--- config.mk ---
export PLATFORM = sky130hd
export DESIGN_NAME = sram_req_ctrl
export DESIGN_NICKNAME = d
export VERILOG_FILES = /design/src/rtl/sram_req_ctrl.sv
export SDC_FILE = /design/constraint.sdc
export NUM_CORES = 1
export LEC_CHECK = 0
export ABC_CLOCK_PERIOD_IN_PS = 7400
export CAP_MARGIN = 20
export CORE_MARGIN = 2
export CORE_UTILIZATION = 44
export CTS_CLUSTER_DIAMETER = 100
export CTS_CLUSTER_SIZE = 14
export DETAILED_ROUTE_END_ITERATION = 10
export GPL_ROUTABILITY_DRIVEN = 0
export GPL_TIMING_DRIVEN = 0
export PLACE_DENSITY_LB_ADDON = 0.3
export SYNTH_ARGS = -nofsm -noshare
export SYNTH_HDL_FRONTEND = slang
export SYNTH_SLANG_ARGS = --single-unit
--- constraint.sdc ---
create_clock -name CLK -period 7.4 [get_ports CLK]
set_clock_uncertainty 0.2 [all_clocks]
set_input_delay 1.48 -clock CLK [delete_from_list [all_inputs] [get_ports CLK]]
set_output_delay 1.48 -clock CLK [all_outputs]
set_load 0.005 [all_outputs]
--- src/rtl/sram_req_ctrl.sv ---
// Request-side controller for a single-port SRAM macro: turns a valid/ready request stream into
// macro pin activity and returns read data through a 2-entry response buffer with a latency-1 bypass.
module sram_req_ctrl #(
  parameter int unsigned NUM_WORD = 512,
  parameter int unsigned NUM_BIT  = 32,
  localparam int unsigned ADDR_W  = $clog2(NUM_WORD)
) (
  input  logic               CLK,
  input  logic               RST,
  input  logic               scan_en_in,
  input  logic               req_valid_i,
  output logic               req_ready_o,
  input  logic               req_we_i,
  input  logic [ADDR_W-1:0]  req_addr_i,
  input  logic [NUM_BIT-1:0] req_wdata_i,
  output logic               rsp_valid_o,
  input  logic               rsp_ready_i,
  output logic [NUM_BIT-1:0] rsp_rdata_o,
  output logic               sram_ceb_o,
  output logic               sram_web_o,
  output logic [ADDR_W-1:0]  sram_a_o,
  output logic [NUM_BIT-1:0] sram_d_o,
  input  logic [NUM_BIT-1:0] sram_q_i,
  output logic               busy_o
);

  localparam int unsigned DEPTH = 2;
  localparam int unsigned CNT_W = 2;
  localparam int unsigned CRD_W = 3;

  logic               rd_pend;
  logic [CNT_W-1:0]   cnt;
  logic               wr_ptr;
  logic               rd_ptr;
  logic [NUM_BIT-1:0] rsp_buf [DEPTH];

  logic               fire;
  logic               buf_empty;
  logic               rsp_fire;
  logic               push;
  logic               pop;
  logic [CRD_W-1:0]   credits_used;

  // Credits count every read not yet handed to the consumer; a same-cycle pop does not free one.
  always_comb begin
    credits_used = CRD_W'(cnt) + CRD_W'(rd_pend);
    buf_empty    = (cnt == '0);
    req_ready_o  = ~RST & ~scan_en_in & (credits_used < CRD_W'(DEPTH));
    fire         = req_valid_i & req_ready_o;
  end

  // SRAM pins follow the accepted request in the same cycle; idle pins are parked at a known value.
  always_comb begin
    sram_ceb_o = 1'b1;
    sram_web_o = 1'b1;
    sram_a_o   = '0;
    sram_d_o   = '0;
    if (fire) begin
      sram_ceb_o = 1'b0;
      sram_web_o = ~req_we_i;
      sram_a_o   = req_addr_i;
      sram_d_o   = req_wdata_i;
    end
  end

  // Empty buffer lets the fresh Q bypass straight out; otherwise the oldest buffered word leads.
  always_comb begin
    rsp_valid_o = ~RST & (rd_pend | ~buf_empty);
    rsp_rdata_o = buf_empty ? sram_q_i : rsp_buf[rd_ptr];
    busy_o      = ~RST & (rd_pend | ~buf_empty);
    rsp_fire    = rsp_valid_o & rsp_ready_i;
    pop         = rsp_fire & ~buf_empty;
    push        = rd_pend & ~(buf_empty & rsp_ready_i);
  end

  always_ff @(posedge CLK) begin
    if (RST) begin
      rd_pend <= 1'b0;
      cnt     <= '0;
      wr_ptr  <= 1'b0;
      rd_ptr  <= 1'b0;
    end else begin
      rd_pend <= fire & ~req_we_i;
      cnt     <= cnt + CNT_W'(push) - CNT_W'(pop);
      if (push) begin
        wr_ptr <= ~wr_ptr;
      end
      if (pop) begin
        rd_ptr <= ~rd_ptr;
      end
    end
  end

  // Data storage needs no reset; occupancy alone decides what is visible.
  always_ff @(posedge CLK) begin
    if (push) begin
      rsp_buf[wr_ptr] <= sram_q_i;
    end
  end

endmodule

# --- After elaboration in Yosys (flattened, before gate mapping) ---
# Memory sizes are Yosys's and may differ from the RTL's. A register that Yosys moved wholly into a read port is not among the register bits.
# Index checks and enable logic that the tools add are counted.
word_totals:
  in_bits: 79
  memories: 1
  mem_bits_rw: 64
  output_inout_bits: 78
  word_cells: 36
  regBits: 5
op_classes:
  n_reduce_logical: 1
  order_cmp: 1
  bitwise_logic: 17
  muxes: 9
  add_sub_neg: 3
mem_list:
  columns: ["memory", "words", "word_bits", "rd", "rd_ports_with_merged_regs", "write_ports", "line_no", "text"]
  rows:
  - ["rsp_buf", 2, 32, 1, 1, 1, "35", "logic [NUM_BIT-1:0] rsp_buf [DEPTH];"]
ops:
  columns: ["cell", "count"]
  rows:
  - ["$mux W32", 2]
  - ["$and A1 B1 Y1", 9]
  - ["$mux W9", 1]
  - ["$not A1 Y1", 7]
  - ["$mux W1", 6]
  - ["$add A2 B1 Y3", 1]
  - ["$lt A3 B2 Y1 const B", 1]
  - ["$add A2 B1 Y2", 1]
  - ["$logic_not A2 Y1", 1]
  - ["$sub A2 B1 Y2", 1]
  - ["$or A1 B1 Y1", 1]

# --- Depth between registers and ports, before layout ---
# Gate-level depths: netlist of the first run.
logic_depth:
  word_depth: 8
  depth_mapped: 8

# --- Worst setup path after synthesis of the first run ---
# OpenSTA, ideal clock, no wires.
synth_path:
  kind: "input to output"
  from: "in RST"
  to: "out sram_a_o[0]"
  slack_ns: 3.299
  cell_stages: 4
  arrival_ns: 2.421
  path_buffers: 2
  path_cell_list: "buf_4 a2111oi_4 buf_2 and3_1"
synth_between:
  elab_chain_len: 5
synth_lines:
  columns: ["item", "line_no", "text"]
  rows:
  - ["from (decl)", "9", "input logic RST,"]
  - ["$not A1 Y1", "48", "req_ready_o = ~RST & ~scan_en_in & (credits_used < CRD_W'(DEPTH));"]
  - ["$and A1 B1 Y1 (2 in a row)", "48", null]
  - ["named net req_ready_o", "12", "output logic req_ready_o,"]
  - ["$and A1 B1 Y1", "49", "fire = req_valid_i & req_ready_o;"]
  - ["$mux W9", "58", "if (fire) begin"]
  - ["to (decl)", "21", "output logic [ADDR_W-1:0] sram_a_o,"]
# The timed path passes the listed nets, and every way through them passes these cells.

# --- Worst setup path after layout of the first run ---
layout_path:
  from: "in scan_en_in"
  to: "out sram_d_o[25]"
layout_between:
  elab_chain_len: 5
layout_lines:
  columns: ["item", "line_no", "text"]
  rows:
  - ["from (decl)", "10", "input logic scan_en_in,"]
  - ["$not A1 Y1", "48", null]
  - ["$and A1 B1 Y1 (2 in a row)", "48", null]
  - ["$and A1 B1 Y1", "49", null]
  - ["$mux W32", "58", null]
  - ["to (decl)", "22", "output logic [NUM_BIT-1:0] sram_d_o,"]
# No other way between the ends.

==> reports/results.md, run 1 <==
| Group | Parameter | This run |
| --- | --- | --- |
| run | Number of max-capacitance violations reported | 0 |
| clock tree | Clock latency reported for the late side of the worst-skew pair | 0.33 ns |
| final layout | Nets@finish | 503 |
| synthesis | Ys Warns | 0 |
| power | Proportion of total power due to net switching | 19.0% |
| placed design | Placed cell count | 507 |
| detailed routing | Number of nets with antenna violations after routing | 0 |
| clock tree | Clock tree sinks | 70 |
| final layout | Diodes inserted | 0 |
| worst setup path | Cell Chain, Critical Path | clkdlybuf4s50_1 -> a2111oi_4 -> clkbuf_2 -> and3_1 -> clkdlybuf4s50_1 |
| global routing | Grt total ovfl | 0 |
| power | Power share of the sequential group | 45.5% |
| final layout | Most common library cell in the layout ignoring fill and taps | sky130_fd_sc_hd__clkdlybuf4s50_1 |
| worst setup path | Arrival @ worst endpoint | 3.42 ns |
| clock tree | Quantity of gates resized following cts | 0 |
| sta | Final worst-path cycle share | 68.9% |
| clock tree | Buffers inserted by post-CTS timing repair | 0 |
| sta | Final setup fails | 0 |
| placed design | Area of placed instances | 4870 um2 |
| sta | Pin slew with the least headroom to its limit | 0.978 ns |
| detailed routing | Count of unresolved DRC violations after routing | 0 |
| synthesis | Synthesized netlist cell count | 256 |
| final layout | Fraction of layout instances using a drive strength above 1 | 8.20% |
| clock tree | Max Root-Sink Buffers | 2 |
| floorplanning | Floorplan die area | 7930 um2 |
| power | Clock network fraction of total power | 41.1% |
| clock tree | CTS Root Buffer Type | sky130_fd_sc_hd__clkbuf_8 |
| hold path | Worst min-delay path category | reg -> reg |
| floorplanning | Core outline area | 6910 um2 |
| clock tree | H-tree lvl count | 3 |
| worst setup path | Kind of cell adding the most delay to the critical path | buffers and inverters |
| power | Overall power of the completed layout | 0.000953 W |
| clock tree | Clock-pin slew on the worst setup and hold paths | 0.07 ns |
| sta | F_max | 0.196 GHz |
| power | Combinational share of power | 13.4% |
| power | Power density relative to cell area | 186 nW/um2 |
| final layout | Commonest non-fill, non-tap cells in the layout | sky130_fd_sc_hd__clkdlybuf4s50_1 (155), sky130_fd_sc_hd__edfxtp_1 (64), sky130_fd_sc_hd__and3_1 (41) |
| sta | Number of pins exceeding their max-slew limit in the final report | 0 |
| detailed routing | Post-DR vias/cell | 4.98 |
| global routing | Total global routing track utilization | 20.2% |
| global routing | First-pass GRT wire length | 11900 um |
| synthesis | Combined area of all synthesized cells | 3180 um2 |
| worst setup path | Type of the worst setup path | in -> out |
| worst setup path | Crit path launch type | primary input |
| power | Switching power summed over all nets | 0.000181 W |
| power | Worst voltage drop across the vdd grid | 0.0905 mV |
| detailed routing | Overall via count from detail_route | 2604 |
| floorplanning | Number of top-level pins | 157 |
| sta | Relative max-transition margin | 34.7% |
| synthesis | Fraction of post-synthesis cell area in the top cell type by area | 60.4% |
| synthesis | Nets in the synthesized netlist | 337 |
| worst setup path | Largest stage delay on the critical path | 0.53 ns |
| worst setup path | CP max-delay cell | sky130_fd_sc_hd__clkdlybuf4s50_1 |
| power | Design internal power | 0.000772 W |
| detailed routing | Detail-routed net length per standard cell | 15.7 um |
| synthesis | Post-synthesis register bit count | 70 |
| worst setup path | Most frequent CP cell | sky130_fd_sc_hd__clkdlybuf4s50_1 |
| synthesis | Average size of a mapped cell | 12.4 um2 |
| sta | Setup repair after global routing missed its margin | false |
| worst setup path | Data required, critical path | 5.72 ns |
| sta | Post-layout minimum cycle time | 5.10 ns |
| synthesis | Sequential share of the synthesized area | 64.2% |
| final layout | Multi-input gate area in the final layout | 1040 um2 |
| synthesis | Most area-consuming cells after synthesis | sky130_fd_sc_hd__edfxtp_1 (60%), sky130_fd_sc_hd__mux2i_1 (10%), sky130_fd_sc_hd__and3_1 (8.1%) |
| clock tree | Hold Buf Count CTS | 0 |
| global routing | Via count of the first global-routing pass | 2494 |
| placed design | HPWL after detailed placement | 6210 um |
| global routing | Largest net degree at the start of global routing | 33 |
| sta | Number of hold violations in the final report | 0 |
| global routing | Number of antenna violations at the first check in global routing | 0 |
| sta | Setup TNS | 0 ns |
| detailed routing | DRT Pass-1 Iters | 4 |
| placed design | Port buffer count | 155 |
| clock tree | Clock tree from TritonCTS | done |
| synthesis | Post-synth top area cell | sky130_fd_sc_hd__edfxtp_1 |
| detailed routing | Drt initial violations | 106 |
| floorplanning | Die Width | 89.0 um |
| final layout | Final instance area | 5130 um2 |
| final layout | Area added between synthesis and finish | 61.2% |
| clock tree | CTS Buf Count | 9 |
| final layout | Layout Cells excl Fill | 523 |
| final layout | Seq. cell area | 2040 um2 |
| floorplanning | Standard-cell rows | 30 |
| worst setup path | Top fanout value on the critical path | 10 |
| power | Leakage component of the power | 1.91 nW |
| floorplanning | Die Y-Extent | 89.0 um |
| worst setup path | Sort of element at the end of the critical path | primary output |
| synthesis | Number of distinct library cells after synthesis | 24 |
| detailed routing | Overall routed net length | 8220 um |
| status | Result of the run | completed |
| final layout | Total of fill cells in the finished design | 507 |
| floorplanning | Starting Density | 46.1% |
| worst setup path | Sum of buffers and inverters on the critical path | 3 |
-- worst min-delay path: stages, from the launching register on --
cell	delay, ns
sky130_fd_sc_hd__dfxtp_1	0.33
sky130_fd_sc_hd__xor2_1	0.08
sky130_fd_sc_hd__nor2_1	0.07
-- metal layers --
| metal | vias to the layer above | part of all wire, % | global-route usage, % |
|---|---|---|---|
| li1 | 1271 | - | - |
| met1 | 1226 | 36 | 21.4 |
| met2 | 101 | 54 | 37.0 |
| met3 | 6 | 8.4 | 7.66 |
| met4 | 0 | 1.1 | 6.51 |
| met5 | - | 0 | 0 |
-- through the flow --
stage,utilization [%],setup slack [ns],hold WS [ns]
after floorplan,-,3.30,0.272
after global placement,70.3,2.31,0.287
after detailed placement,70.5,2.30,0.317
after CTS,74.3,2.29,0.325
after global routing,74.3,2.23,0.337
final,74.3,2.30,0.320
-- synth_stat cells --
| cell | n |
|---|---|
| sky130_fd_sc_hd__clkbuf_2 | 3 |
| sky130_fd_sc_hd__clkbuf_1 | 6 |
| sky130_fd_sc_hd__a2111oi_4 | 1 |
| sky130_fd_sc_hd__and2_1 | 1 |
| sky130_fd_sc_hd__and3_1 | 41 |
| sky130_fd_sc_hd__buf_1 | 1 |
| sky130_fd_sc_hd__a21oi_1 | 32 |
| sky130_fd_sc_hd__inv_1 | 3 |
| sky130_fd_sc_hd__buf_4 | 2 |
| sky130_fd_sc_hd__nor2b_1 | 1 |
| sky130_fd_sc_hd__mux2i_1 | 32 |
| sky130_fd_sc_hd__buf_2 | 9 |
| sky130_fd_sc_hd__nor3_1 | 2 |
| sky130_fd_sc_hd__xor2_1 | 2 |
| sky130_fd_sc_hd__or2_2 | 1 |
| sky130_fd_sc_hd__o21ai_2 | 1 |
| sky130_fd_sc_hd__mux2_2 | 1 |
| sky130_fd_sc_hd__ha_1 | 2 |
| sky130_fd_sc_hd__dfxtp_1 | 6 |
| sky130_fd_sc_hd__edfxtp_1 | 64 |
| sky130_fd_sc_hd__o21ai_0 | 1 |
| sky130_fd_sc_hd__nand3_1 | 1 |
| sky130_fd_sc_hd__nand2_1 | 1 |
| sky130_fd_sc_hd__nor2_1 | 42 |
-- flip-flops by register name, indices dropped and copies added, names as in the netlist, named ones only --
signal / count
wr_ptr: 1
rd_pend: 1
cnt: 2
rd_ptr: 1
rsp_buf: 64
-- cell type report --
class                      count  area share [%]
sequential                    70            39.8
timing repair buffer         155            30.3
multi-input combinational    162            20.3
clock inverter                 7            2.66
clock buffer                   9            2.42
tap                           96            2.34
buffer                        21            1.98
inverter                       3           0.220
-- path summary, 6_finish.rpt --
check | slack (ns) | depth (start not counted) | start | endpoint
worst max-delay path | 2.30 | 5 | scan_en_in | sram_d_o[25]
worst min-delay path | 0.32 | 2 | rd_ptr$_SDFFE_PP0P_ | flop
worst max register to register | 5.24 | 8 | cnt[1]$_SDFF_PP0_ | cnt[1]$_SDFF_PP0_
worst min register to register | 0.32 | 2 | rd_ptr$_SDFFE_PP0P_ | flop
-- cells by family (layout without fill, tap and decap cells) --
family,count (synthesis),in the layout,share of synthesized area [%]
flops,70,70,64.2
buf+inv,24,195,3.54
fa+ha+maj,2,2,0.786
simple gates,90,90,14.2
mux,33,33,10.4
compound gates,35,35,6.33
xor+xnor,2,2,0.551
-- power by group through the flow --
stage	combinational (W)	sequential (W)	clock, W
finish	0.000128	0.000434	0.000392
global route	0.000138	0.000433	0.000418
CTS	0.000129	0.000434	0.000399
detailed placement	0.000129	0.000442	0
global placement	0.000126	0.000442	0
floorplan	0.0000361	0.000442	0
Power figures use the tool's default switching activity.
==> run 2, diff against run 1 <==
Settings changed: ABC_CLOCK_PERIOD_IN_PS 7400 to 5000, CORE_UTILIZATION 44 to 40.
Clock period 7.4 ns to 5 ns, I/O delays scaled along.
==> run 2 against run 1 <==
Compared with the run above: sequential share of layout area fell by 0.19 points; critical endpoint is now sram_d_o[28]; first-iteration DRC count decreased by 25%; sequential power increased by 48%; final cell count is 1.5% higher; count of clock-buffer cells in the layout increased by 1; total power rose by 43%; core utilization down 7.6 points; largest cell class unchanged; register-to-register slack worse by 2.4 ns; routed wire length is 6.1% higher; sequential cell count is the same; hold slack worse by 0.0064 ns.
==> reports/results.md, run 2 (synthesized netlist as in run 1, its figures left out) <==
| Group | Parameter | This run |
| --- | --- | --- |
| final layout | Diodes inserted | 0 |
| power | Clock network fraction of total power | 38.8% |
| clock tree | Hold Buf Count CTS | 0 |
| clock tree | CTS Buf Count | 9 |
| power | Leakage component of the power | 1.91 nW |
| detailed routing | Drt initial violations | 80 |
| final layout | Most common library cell in the layout ignoring fill and taps | sky130_fd_sc_hd__clkdlybuf4s50_1 |
| clock tree | CTS Root Buffer Type | sky130_fd_sc_hd__clkbuf_8 |
| placed design | Worst slack at placement | 0.783 ns |
| worst setup path | Type of the worst setup path | in -> out |
| clock tree | Clock-pin slew on the worst setup and hold paths | 0.07 ns |
| clock tree | Clock latency reported for the late side of the worst-skew pair | 0.33 ns |
| placed design | Port buffer count | 155 |
| detailed routing | Overall via count from detail_route | 2614 |
| final layout | Commonest non-fill, non-tap cells in the layout | sky130_fd_sc_hd__clkdlybuf4s50_1 (155), sky130_fd_sc_hd__edfxtp_1 (64), sky130_fd_sc_hd__and3_1 (41) |
| clock tree | Buffers inserted by post-CTS timing repair | 0 |
| sta | Number of pins exceeding their max-slew limit in the final report | 0 |
| detailed routing | Count of unresolved DRC violations after routing | 0 |
| sta | F_max | 0.238 GHz |
| clock tree | Max Root-Sink Buffers | 2 |
| hold path | Worst min-delay path category | reg -> reg |
| worst setup path | Crit path launch type | primary input |
| detailed routing | Overall routed net length | 8720 um |
| worst setup path | Destination of the worst register-to-register timing path | cnt[1]$_SDFF_PP0_ |
| power | Switching power summed over all nets | 0.000269 W |
| worst setup path | Arrival @ worst endpoint | 3.00 ns |
| hold path | Hold Crit Endpoint | rd_ptr$_SDFFE_PP0P_ |
| final layout | Largest registers | rsp_buf x64, cnt x2 |
| global routing | Number of antenna violations at the first check in global routing | 0 |
| placed design | HPWL after detailed placement | 6560 um |
| sta | Number of hold violations in the final report | 0 |
| sta | Final worst-path cycle share | 84.0% |
| floorplanning | Number of top-level pins | 157 |
| detailed routing | DRT Pass-1 Iters | 4 |
| hold path | Worst hold path startpoint | rd_ptr$_SDFFE_PP0P_ |
| final layout | Flip-flop count of the largest register after layout | 64 |
| global routing | Grt total ovfl | 0 |
| worst setup path | Number of cells traversed by the worst register-to-register path | 8 |
| detailed routing | Number of nets with antenna violations after routing | 0 |
| global routing | First-pass GRT wire length | 13300 um |
| clock tree | Clock tree sinks | 70 |
| power | Proportion of total power due to net switching | 19.7% |
| worst setup path | R2R Path Start | cnt[1]$_SDFF_PP0_ |
| sta | Relative max-transition margin | 64.3% |
| sta | Setup repair after global routing missed its margin | false |
| floorplanning | Die Width | 93.2 um |
| detailed routing | Detail-routed net length per standard cell | 16.4 um |
| power | Combinational share of power | 14.1% |
| sta | Pin slew with the least headroom to its limit | 0.536 ns |
| power | Design internal power | 0.00109 W |
| global routing | Total global routing track utilization | 20.5% |
| sta | Setup TNS | 0 ns |
| power | Power density relative to cell area | 264 nW/um2 |
| worst setup path | Reg2reg setup slack | 2.82 ns |
| final layout | Area added between synthesis and finish | 62.0% |
| final layout | Largest reg by FF count | rsp_buf |
| floorplanning | Starting Density | 41.2% |
| worst setup path | Data required, critical path | 3.80 ns |
| hold path | WHS Path Cells | 2 |
| global routing | Via count of the first global-routing pass | 2594 |
| status | Result of the run | completed |
| floorplanning | Floorplan die area | 8680 um2 |
| sta | Post-layout minimum cycle time | 4.20 ns |
| clock tree | Quantity of gates resized following cts | 0 |
| clock tree | Clock tree from TritonCTS | done |
| sta | Final setup fails | 0 |
| worst setup path | Sort of element at the end of the critical path | primary output |
| power | Worst voltage drop across the vdd grid | 0.138 mV |
| final layout | Fraction of layout instances using a drive strength above 1 | 8.39% |
| floorplanning | Standard-cell rows | 32 |
| floorplanning | Die Y-Extent | 93.2 um |
| run | Number of max-capacitance violations reported | 0 |
| clock tree | H-tree lvl count | 3 |
| floorplanning | Core outline area | 7730 um2 |
| final layout | Nets@finish | 505 |
| detailed routing | Post-DR vias/cell | 4.92 |
| worst setup path | Top fanout value on the critical path | 10 |
| power | Power share of the sequential group | 47.1% |
| sta | Least setup slack across all paths after layout | 0.802 ns |
| global routing | Largest net degree at the start of global routing | 27 |
## run 2: cell count changes in the layout (fill, tap and decap cells not counted)
cell / before / now
sky130_fd_sc_hd__clkinv_2: 1 / 0
sky130_fd_sc_hd__clkbuf_1: 6 / 7
sky130_fd_sc_hd__clkinv_4: 0 / 1
sky130_fd_sc_hd__buf_12: 0 / 2
sky130_fd_sc_hd__bufinv_16: 4 / 3
## run 2: power by group through the flow
stage / Sequential [W] / Combinational [W] / Clock, W
final: 0.000642 / 0.000192 / 0.000529
after global routing: 0.000642 / 0.000207 / 0.000564
after CTS: 0.000642 / 0.000193 / 0.000542
after detailed placement: 0.000655 / 0.000192 / 0
after global placement: 0.000655 / 0.000189 / 0
after floorplan: 0.000655 / 0.0000534 / 0
## run 2: how the worst max path moves through the flow
| stage | start | endpoint |
|---|---|---|
| 2_1_floorplan | RST | sram_a_o[0] |
| 3_3_place_gp | rsp_ready_i | rsp_buf[1][20]$_DFFE_PP_ |
| 3_5_place_dp | scan_en_in | sram_d_o[28] |
| 4_1_cts | scan_en_in | sram_d_o[28] |
| 5_1_grt | scan_en_in | sram_d_o[28] |
| 6_report | scan_en_in | sram_d_o[28] |
## run 2: per-layer routing
layer	GRT usage [%]	routed length, um
met3	5.72	610
met4	12.6	412
met5	0	0
met2	35.4	4420
met1	22.3	3280
## run 2: per-stage QoR
stage | total power [W] | hold slack, ns | area [um2] | util [%] | instances
detailed placement | 0.000847 | 0.310 | 4920 | 63.6 | 515
global route | 0.00141 | 0.342 | 5150 | 66.7 | 531
finish | 0.00136 | 0.314 | 5150 | 66.7 | 531
floorplan | 0.000708 | 0.272 | 3180 | - | 256
CTS | 0.00138 | 0.326 | 5150 | 66.7 | 531
global placement | 0.000844 | 0.290 | 4860 | 62.9 | 513
## run 2: worst max-delay path, cell delays in order
cell and delay [ns]:
sky130_fd_sc_hd__clkdlybuf4s50_1 0.44, sky130_fd_sc_hd__a2111oi_4 0.52, sky130_fd_sc_hd__buf_2 0.28, sky130_fd_sc_hd__and3_1 0.17, sky130_fd_sc_hd__clkdlybuf4s50_1 0.58
## run 2: layout make-up
class	instances	area [um2]
Multi-Input combinational cell	162	1040
Fill cell	590	2570
Sequential cell	70	2040
Inverter	3	11.3
Clock buffer	10	128
Timing Repair Buffer	157	1590
Clock inverter	6	110
Tap cell	102	128
Buffer	21	101
